File: src/rtl/jk_mod_counter_pkg.sv
// Shared JK excitation encodings ({J,K}) and the helper that derives them
// from a bit's present and next value.
package jk_mod_counter_pkg;

  localparam logic [1:0] JK_HOLD = 2'b00;
  localparam logic [1:0] JK_RST  = 2'b01;
  localparam logic [1:0] JK_SET  = 2'b10;
  localparam logic [1:0] JK_TGL  = 2'b11;

  // Only HOLD/RST/SET are ever produced; an unchanged bit always maps to HOLD.
  function automatic logic [1:0] jk_excite(input logic cur, input logic nxt);
    jk_excite = {~cur & nxt, cur & ~nxt};
  endfunction

endpackage

File: src/rtl/jk_mod_counter_jkff.sv
// Single JK flip-flop cell with asynchronous active-high clear.
module jk_mod_counter_jkff
  import jk_mod_counter_pkg::*;
(
  input  logic clk,
  input  logic reset,
  input  logic j,
  input  logic k,
  output logic q
);

  logic q_q;

  always_ff @(posedge clk or posedge reset) begin
    if (reset) begin
      q_q <= 1'b0;
    end else begin
      case ({j, k})
        JK_RST:  q_q <= 1'b0;
        JK_SET:  q_q <= 1'b1;
        JK_TGL:  q_q <= ~q_q;
        default: q_q <= q_q;
      endcase
    end
  end

  assign q = q_q;

endmodule

File: src/rtl/jk_mod_counter.sv
// Modulo-MODULUS up/down counter whose state lives in JK cells; the next count
// is computed here and turned into per-bit J/K excitation.
module jk_mod_counter
  import jk_mod_counter_pkg::*;
#(
  parameter int WIDTH   = 4,
  parameter int MODULUS = 10
) (
  input  logic             clk,
  input  logic             reset,
  input  logic             en,
  input  logic             up,
  input  logic             load,
  input  logic [WIDTH-1:0] load_val,
  output logic [WIDTH-1:0] q,
  output logic             tc,
  output logic             wrap
);

  localparam logic [WIDTH-1:0] MAX_C = WIDTH'(MODULUS - 1);
  localparam logic [WIDTH:0]   MOD_W = (WIDTH + 1)'(MODULUS);

  logic [WIDTH-1:0] q_q;
  logic [WIDTH-1:0] n_d;
  logic [WIDTH-1:0] j_w;
  logic [WIDTH-1:0] k_w;
  logic             wrap_d;
  logic             wrap_q;
  logic             load_ok;

  // Widened compare so MODULUS == 2**WIDTH accepts every load value.
  assign load_ok = ({1'b0, load_val} < MOD_W);

  always_comb begin
    n_d    = q_q;
    wrap_d = 1'b0;
    if (load) begin
      n_d = load_ok ? load_val : '0;
    end else if (en) begin
      if (up) begin
        if (q_q == MAX_C) begin
          n_d    = '0;
          wrap_d = 1'b1;
        end else begin
          n_d = q_q + WIDTH'(1);
        end
      end else begin
        if (q_q == '0) begin
          n_d    = MAX_C;
          wrap_d = 1'b1;
        end else begin
          n_d = q_q - WIDTH'(1);
        end
      end
    end
  end

  for (genvar gi = 0; gi < WIDTH; gi++) begin : g_bit
    assign {j_w[gi], k_w[gi]} = jk_excite(q_q[gi], n_d[gi]);

    jk_mod_counter_jkff u_ff (
      .clk   (clk),
      .reset (reset),
      .j     (j_w[gi]),
      .k     (k_w[gi]),
      .q     (q_q[gi])
    );
  end

  always_ff @(posedge clk or posedge reset) begin
    if (reset) begin
      wrap_q <= 1'b0;
    end else begin
      wrap_q <= wrap_d;
    end
  end

  assign tc   = en & ~load & ((up & (q_q == MAX_C)) | (~up & (q_q == '0)));
  assign q    = q_q;
  assign wrap = wrap_q;

endmodule
File: config.mk
export PLATFORM = sky130hd
export DESIGN_NAME = jk_mod_counter
export DESIGN_NICKNAME = d
export VERILOG_FILES = /design/src/rtl/jk_mod_counter_pkg.sv /design/src/rtl/jk_mod_counter_jkff.sv /design/src/rtl/jk_mod_counter.sv
export SDC_FILE = /design/constraint.sdc
export NUM_CORES = 1
export LEC_CHECK = 0
export BUFFER_PORTS_ARGS = -buffer_cell sky130_fd_sc_hd__buf_2
export CAP_MARGIN = 40
export CORE_AREA = 4 4 41 43
export DETAILED_ROUTE_END_ITERATION = 16
export DIE_AREA = 0 0 45 47
export PLACE_DENSITY = 0.65
export RECOVER_POWER = 25
export SETUP_SLACK_MARGIN = 0.15
export SLEW_MARGIN = 10
export SYNTH_ARGS = -nofsm -noshare
export SYNTH_HDL_FRONTEND = slang
export SYNTH_HIERARCHICAL = 1
export SYNTH_SLANG_ARGS = --single-unit
export TNS_END_PERCENT = 20
File: constraint.sdc
create_clock -name clk -period 1.7 [get_ports clk]
set_input_delay 0.34 -clock clk [delete_from_list [all_inputs] [get_ports clk]]
set_output_delay 0.34 -clock clk [all_outputs]
set_load 0.005 [all_outputs]
; ---- Yosys cells after proc, flatten, opt, wreduce, memory -nomap -nowiden
; Index checks and enable logic that the tools add are counted.
[totals]
output_inout_bits = 6
register_bits = 5
[classes]
reduce_logical = 5
n_bitwise = 23
n_eq_ne = 13
add_sub_neg = 2
mux = 15
magnitude_cmp = 1
[op_table]
columns = cell, count
row1 = 2-to-1 mux 4 bit, 6
row2 = equality test 2 bit (second input constant), 8
row3 = AND 1 bit, 12
row4 = one-hot mux 1 bit (3 select lines), 4
row5 = nonzero test 3 bit, 4
row6 = inverter 1 bit, 10
row7 = equality test 2 x 1 -> 1 bit (second input constant), 4
row8 = 2-to-1 mux 1 bit, 5
row9 = adder 4 x 1 -> 4 bit (second input constant), 1
row10 = equality test 4 bit (second input constant), 1
row11 = zero test 4 bit, 1
row12 = < comparator 4 bit (second input constant), 1
row13 = subtractor 4 x 1 -> 4 bit (second input constant), 1
row14 = OR 1 bit, 1

; ---- Logic depth before layout (Yosys ltp)
; Gate-level depths: netlist of the first run.
[logic_depth]
ltp_word = 9
depth_mapped = 7
mapped_depth_nobuf = 6

; ---- Cells and area by module
; The synthesis of the first run kept the hierarchy.
[modules_own_cells]
columns = module, cells_each, area_each_um2, instances, seq_area_each_um2
row1 = jk_mod_counter, 60, 386.6, 1, 25.0
row2 = jk_mod_counter_jkff, 4, 37.5, 4, 25.0

; ---- Worst setup path after synthesis of the first run
; Ideal clock, no wire load.
[synth_timing]
path_type = register to output
startpoint = reg g_bit[0].u_ff.q_q
endpoint = out tc
required_time_ns = 1.360
path_stages_with_launch = 5
arrival_time_ns = 1.201
n_path_buf = 1
slack_ns = 0.159
cell_sequence = dfrtp_1 -> buf_2 -> inv_2 -> nand3_1 -> a2111oi_0
[synth_via]
elab_chain_cells = 4
word_cells_on_any_way = 6
classes_between = 1 x eq/ne / 4 x bitwise / 1 x reduce/logical
[synth_lines]
columns = element, line_no
row1 = from (decl), jk_mod_counter_jkff.sv:12  ; logic q_q;
row2 = from (signal assigned), jk_mod_counter_jkff.sv:21  ; JK_TGL: q_q <= ~q_q;
row3 = from (signal assigned), jk_mod_counter_jkff.sv:22  ; default: q_q <= q_q;
row4 = equality test 4 bit or zero test 4 bit (tied branches), jk_mod_counter.sv:78  ; assign tc = en & ~load & ((up & (q_q == MAX_C)) | (~up & (q_q == '0)));
row5 = AND 1 bit, jk_mod_counter.sv:78
row6 = OR 1 bit (*), jk_mod_counter.sv:78
row7 = AND 1 bit (*), jk_mod_counter.sv:78
row8 = to (decl), jk_mod_counter.sv:16  ; output logic tc,
; Every way passes the cells marked *; elsewhere a longest branch is shown, timed or not.

; ---- Worst setup path after layout of the first run
[layout_timing]
startpoint = reg g_bit[2].u_ff.q_q
endpoint = out tc
[layout_via]
elab_chain_cells = 4
word_cells_on_any_way = 6
classes_between = 1 x eq/ne / 4 x bitwise / 1 x reduce/logical
[layout_lines]
columns = element, line_no
row1 = from (decl), jk_mod_counter_jkff.sv:12
row2 = from (signal assigned), jk_mod_counter_jkff.sv:21
row3 = from (signal assigned), jk_mod_counter_jkff.sv:22
row4 = equality test 4 bit or zero test 4 bit (tied branches), jk_mod_counter.sv:78
row5 = AND 1 bit, jk_mod_counter.sv:78
row6 = OR 1 bit (*), jk_mod_counter.sv:78
row7 = AND 1 bit (*), jk_mod_counter.sv:78
; Marked as above.

==> results of run 1 <==
## sequential cells by signal (all words and copies together) (netlist names)
name          cells
g_bit.u_ff/q      4
wrap              1
## layout by cell type (no fill, tap or decap), types with 2 or more instances in the layout
cell type / n
a21oi_1: 8
buf_2: 13
buf_4: 11
clkbuf_1: 2
clkbuf_4: 3
dfrtp_1: 3
dfrtp_2: 2
inv_1: 7
inv_2: 3
nand2_1: 6
nand2b_1: 2
nand3_1: 5
nand3_4: 2
nor2_1: 6
nor2b_1: 2
o21ai_1: 4
## per-layer routing
layer / vias up / global-route usage [%] / wire length [um]
met5: - / 0 / 0
met4: 0 / 12.3 / 42
met3: 6 / 1.92 / 55
met2: 18 / 28.2 / 794
met1: 309 / 19.7 / 708
li1: 319 / - / -
## kinds of logic after synthesis
| logic type | count (synthesis) |
|---|---|
| simple gates | 28 |
| buf+inv | 15 |
| compound gates | 26 |
| flops | 5 |
| xor+xnor | 2 |
## worst reg2reg max path: cells and delay by family, from the launching register on
| family | cells | cell delay, ns |
|---|---|---|
| buf+inv | 1 | 0.16 |
| compound gates | 4 | 0.68 |
| simple gates | 2 | 0.21 |
| flops | 1 | 0.43 |
## Yosys cell counts, drive strengths merged (2+ instances only)
library cell,count
a21oi,9
o21ai,5
inv,10
buf,5
nor2,7
xnor2,2
nand3,7
nand2b,2
a2111oi,2
nand2,6
nor2b,2
dfrtp,5
## stage by stage
step,setup TNS [ns],std cells
floorplan,0,76
global placement,0,105
detailed placement,0,105
CTS,0,115
global route,-0.0591,117
finish,0,117
## power groups by stage
stage	Combinational, W	Sequential, W	Clock (W)
floorplan	0.000486	0.000240	0
global placement	0.000611	0.000274	0
detailed placement	0.000622	0.000277	0
CTS	0.000762	0.000270	0.000141
global route	0.000967	0.000287	0.000147
finish	0.000885	0.000278	0.000132
## worst max-delay path by stage
stage / end / slack [ns] / cells past startpoint
6_report: tc / 0.008 / 3
5_1_grt: tc / -0.06 / 4
4_1_cts: tc / 0.02 / 4
3_5_place_dp: g_bit[2].u_ff/q$_DFFE_PP0P_ / 0.15 / 6
3_3_place_gp: tc / 0.15 / 5
2_1_floorplan: tc / 0.16 / 4
## what timing repair did
action                     4_1_cts  5_1_grt
hold buffers                     1        0
hold endpoints to repair         5        0
pin swaps                        1        4
gates resized for setup          6        6
setup buffers                    5        2
setup endpoints to repair        2        3
## layout make-up
type | count | area (um2) | area share, %
clock buffer | 4 | 26.3 | 3.39
inverter | 10 | 37.5 | 4.84
multi-input combinational | 56 | 393 | 50.6
sequential | 5 | 128 | 16.5
tap | 15 | 18.8 | 2.42
timing repair buffer | 27 | 173 | 22.3
==> impl_metrics.yaml, run 1 <==
outcome:
  status: "finished clean"
synth:
  synth.top_cell.area_share_pct: 23.3
  yosys.cell_types.count: 32
  synth_top_cells_by_area: "dfrtp_1, a21oi_1, nand3_1"
  synthMuxAreaShare_pct: 0
  ys_seq_area_share_pct: 23.3
  synthAdderAreaFrac_pct: 0
  synth_edf_count: 0
  yosys.area.top_type: "dfrtp_1"
  synth_top_family_by_area: "compound AO/OA/AOI/OAI gates"
  synthesis.nets: 85
  synth-compound-area-share_pct: 32.9
  synth_warnings: 6
  synthCells: 76
  syn_area_um2: 537
  synth-simple-area-share_pct: 25.9
  async_reset_ff_share_pct: 100
  synth-xor-area-share_pct: 4.66
  avgSynthCellArea_um2: 7.06
  ys.flop_type: "dfrtp_1"
  ys_seq_elements: 5
die:
  die_area_um2: 2120
  fp.dieH_um: 47
  fp.dieW_um: 45
  io_pins: 15
  coreArea_um2: 1300
  rows: 13
  initial_core_util_pct: 41.3
final_layout:
  drive_gt1_share_pct: 39.2
  syn_to_final_growth_pct: 44.5
  antenna_cells: 0
  fin_nets: 112
  design_area_um2: 776
  fin_util_pct: 59.6
  num-fill-cells: 126
global_route:
  grt.total_usage_pct: 16.8
  antenna_found_initial: 0
  first_global_vias: 606
  gr-total-overflow: 0
  grt_pass1_wl_um: 2560
  grt_max_degree: 13
placed_design:
  place_area_um2: 629
  gp_congestion: 0.831
  numPortBuffers: 14
  dp_hpwl_um: 1050
  place_ws_ns: 0.151
setup_path:
  cp-start-kind: "flip-flop"
  cp.arrival_ns: 1.35
  crit_required_ns: 1.36
  critPathMaxFanout: 12
  crit_buf_inv: 2
  crit_path_start: "g_bit[2].u_ff/q$_DFFE_PP0P_"
  worstReg2RegEnd: "g_bit[3].u_ff/q$_DFFE_PP0P_"
  criticalPathCategory: "reg2out"
  crit_family: "flip-flops"
  slowest_delay_ns: 0.44
  crit_slowest_cell: "dfrtp_1"
  crit_chain: "buf_4 > a2111oi_4 > buf_2"
  rr_startpoint: "g_bit[0].u_ff/q$_DFFE_PP0P_"
  rrSetupSlack_ns: 0.10
  r2r_cells: 7
  end_kind: "output pin"
timing:
  setup_violations: 0
  hold_viol_final: 0
  setup_slack_ns: 0.00847
  finalCritPeriodShare_pct: 99.5
  min_period_ns: 1.69
  rsz0062_at_grt: "true"
  tightest_slew_ns: 0.544
  slew_viol_final: 0
  max_freq_mhz: 591
  relSlewSlack_pct: 62.8
  holdWs_ns: 0.513
  timing.clock.skew_ns: 0.000364
power:
  peakVddDrop_mv: 0.947
  cellPowerDensity_nw_per_um2: 1670
  p_comb_share_pct: 68.4
  clkPwrFrac_pct: 10.2
  leakagePower_nw: 0.375
  finalPower_w: 0.00129
  internal_power_w: 0.000702
  power_switching_w: 0.000593
  switching_share_pct: 45.8
  seqPwrFrac_pct: 21.5
route:
  detail_route.wl_per_cell_um: 13.7
  drc: 0
  ant_nets: 0
  drt_iter0_markers: 10
  dr.pass1.iters: 4
  via_per_inst: 5.57
  route.final.wire_length_um: 1600
  vias: 652
hold_path:
  holdCritStartpoint: "load"
  hold_end: "g_bit[0].u_ff/q$_DFFE_PP0P_"
  hold_path_depth: 3
  min_path_type: "in2reg"
clocking:
  clock_sinks: 5
  numCtsBuffers: 3
  htree_levels: 1
  cts_tree: "done"
  root_buffer: "clkbuf_4"
  clock_latency_ns: 0.23
  clockBufferDepth: 2
  path_clk_slew_ns: 0.04
job:
  maxCapViolCount: 0
No activity file was read; power rests on OpenSTA's default activity.
==> run 2, diff against run 1 <==
--- a/config.mk
+++ b/config.mk
@@ -12,7 +12,7 @@
 export DIE_AREA = 0 0 45 47
 export PLACE_DENSITY = 0.65
 export RECOVER_POWER = 25
-export SETUP_SLACK_MARGIN = 0.15
+export REMOVE_ABC_BUFFERS = 1
 export SLEW_MARGIN = 10
 export SYNTH_ARGS = -nofsm -noshare
 export SYNTH_HDL_FRONTEND = slang
==> run 2 against run 1 <==
Effect of this change: clock-buffer cell count did not move; worst setup slack improved by 0.0095 ns; via count fell by 0.15%; maximum frequency rose by 0.56%; sequential cell count did not move; clock power rose by 14%; total power fell by 2.0%; critical endpoint unchanged; clock skew rose by 0.0075 ns; largest cell class unchanged; global-route usage rose by 0.67 points; critical path depth rose by 1; critical path type unchanged; register-to-register slack improved by 0.02 ns.
==> impl_metrics.yaml, run 2 (synthesis results as in run 1) <==
route:
  drc: 0
  drt_iter0_markers: 16
  vias: 651
  ant_nets: 0
  dr.pass1.iters: 5
  detail_route.wl_per_cell_um: 13.1
  route.final.wire_length_um: 1520
  via_per_inst: 5.61
setup_path:
  cp.arrival_ns: 1.34
  crit_path_start: "g_bit[0].u_ff/q$_DFFE_PP0P_"
  crit_end: "tc"
  r2r_cells: 7
  crit_chain: "inv_2 > nand3_4 > a2111oi_4 > buf_2"
  critPathMaxFanout: 3
  crit_buf_inv: 2
  slowest_delay_ns: 0.42
  rr_startpoint: "g_bit[0].u_ff/q$_DFFE_PP0P_"
  criticalPathCategory: "reg2out"
  crit_family: "flip-flops"
  crit_cells: 4
  cp-start-kind: "flip-flop"
  worstReg2RegEnd: "g_bit[3].u_ff/q$_DFFE_PP0P_"
  crit_slowest_cell: "dfrtp_2"
  crit_required_ns: 1.36
  rrSetupSlack_ns: 0.12
  end_kind: "output pin"
final_layout:
  fin_util_pct: 58.8
  num-fill-cells: 117
  fin_nets: 111
  final_cells: 116
  syn_to_final_growth_pct: 42.4
  mostFrequentLayoutCells: "buf_2, buf_4, a21oi_1"
  drive_gt1_share_pct: 37.6
  largest_reg_flops: 4
  layout_commonest_cell: "buf_2"
  design_area_um2: 764
  antenna_cells: 0
placed_design:
  place_area_um2: 637
  gp_congestion: 0.859
  dp_hpwl_um: 1080
  dp_cells: 106
  numPortBuffers: 14
global_route:
  grt_max_degree: 11
  use_met3_pct: 1.53
  grt.total_usage_pct: 17.4
  first_global_vias: 631
  gr-total-overflow: 0
  grt_use_met1_pct: 21.4
  grt_pass1_wl_um: 2690
  antenna_found_initial: 0
  gr-usage-met2_pct: 28.8
  top_usage_layer: "met2"
power:
  switching_share_pct: 46.0
  p_comb_share_pct: 67.2
  leakagePower_nw: 0.370
  finalPower_w: 0.00127
  peakVddDrop_mv: 0.714
  internal_power_w: 0.000684
  cellPowerDensity_nw_per_um2: 1660
  clkPwrFrac_pct: 11.9
  seqPwrFrac_pct: 20.9
  power_switching_w: 0.000584
die:
  rows: 13
  fp.dieW_um: 45
  die_area_um2: 2120
  fp.dieH_um: 47
  io_pins: 15
  coreArea_um2: 1300
  initial_core_util_pct: 41.3
timing:
  relSlewSlack_pct: 60.3
  setup_violations: 0
  timing.clock.skew_ns: 0.00784
  min_period_ns: 1.68
  rsz0062_at_grt: "true"
  finalCritPeriodShare_pct: 98.9
  hold_viol_final: 0
  tightest_slew_ns: 0.580
  slew_viol_final: 0
  max_freq_mhz: 595
hold_path:
  min_path_type: "in2reg"
clocking:
  htree_levels: 1
  clockBufferDepth: 2
  path_clk_slew_ns: 0.05
  clock_sinks: 5
  cts_tree: "done"
  numCtsBuffers: 3
  clock_latency_ns: 0.26
  root_buffer: "clkbuf_4"
outcome:
  status: "finished clean"
job:
  maxCapViolCount: 0
run 2: worst min path at each step:
stage | from | endpoint | slack [ns] | cells after the start
floorplan | reset | g_bit[0].u_ff/q$_DFFE_PP0P_ | 0.07 | 1
CTS | load | g_bit[0].u_ff/q$_DFFE_PP0P_ | 0.48 | 3
detailed placement | reset | g_bit[1].u_ff/q$_DFFE_PP0P_ | 0.22 | 2
finish | load_val[0] | g_bit[0].u_ff/q$_DFFE_PP0P_ | 0.47 | 5
global route | load | g_bit[0].u_ff/q$_DFFE_PP0P_ | 0.50 | 3
global placement | reset | g_bit[2].u_ff/q$_DFFE_PP0P_ | 0.22 | 2
run 2: layout make-up:
class	instances	area (um2)	share of cell area (%)
clock buffers	4	26.3	3.44
flip-flops and latches	5	128	16.7
inverters	10	37.5	4.91
multi-input cells	56	389	50.9
repair buffers	26	165	21.6
well taps	15	18.8	2.45
run 2: timing repair:
| item | in CTS | in global routing |
|---|---|---|
| gates resized for setup | 8 | 4 |
| cloned | 0 | 0 |
| hold buffers | 1 | 0 |
| setup endpoints to repair | 1 | 2 |
| hold endpoints to repair | 5 | 0 |
| pin swaps | 1 | 2 |
| setup buffers | 3 | 2 |
run 2: stage by stage:
step	setup TNS (ns)	hold slack, ns	worst slack (ns)
final	0	0.474	0.0179
after global routing	-0.0753	0.498	-0.0463
after CTS	0	0.476	0.00789
after detailed placement	0	0.222	0.0913
after global placement	0	0.219	0.145
after floorplan	0	0.0687	0.123
run 2: power groups by stage:
stage | Combinational (W) | Clock, W | Sequential (W)
floorplan | 0.000329 | 0 | 0.000329
global placement | 0.000629 | 0 | 0.000273
detailed placement | 0.000640 | 0 | 0.000270
CTS | 0.000778 | 0.000153 | 0.000257
global route | 0.000948 | 0.000163 | 0.000268
finish | 0.000852 | 0.000151 | 0.000265
run 2: worst min-delay path: stages:
cell	delay, ns
buf_2	0.10
nand3_1	0.08
a21oi_1	0.06
nor2_1	0.07
a21oi_1	0.05
run 2: per-layer routing:
layer	routed length (um)	up-vias	part of all wire, %
met4	54	0	3.5
met3	58	5	3.8
met5	0	-	0
met1	663	306	44
li1	-	319	-
met2	747	21	49
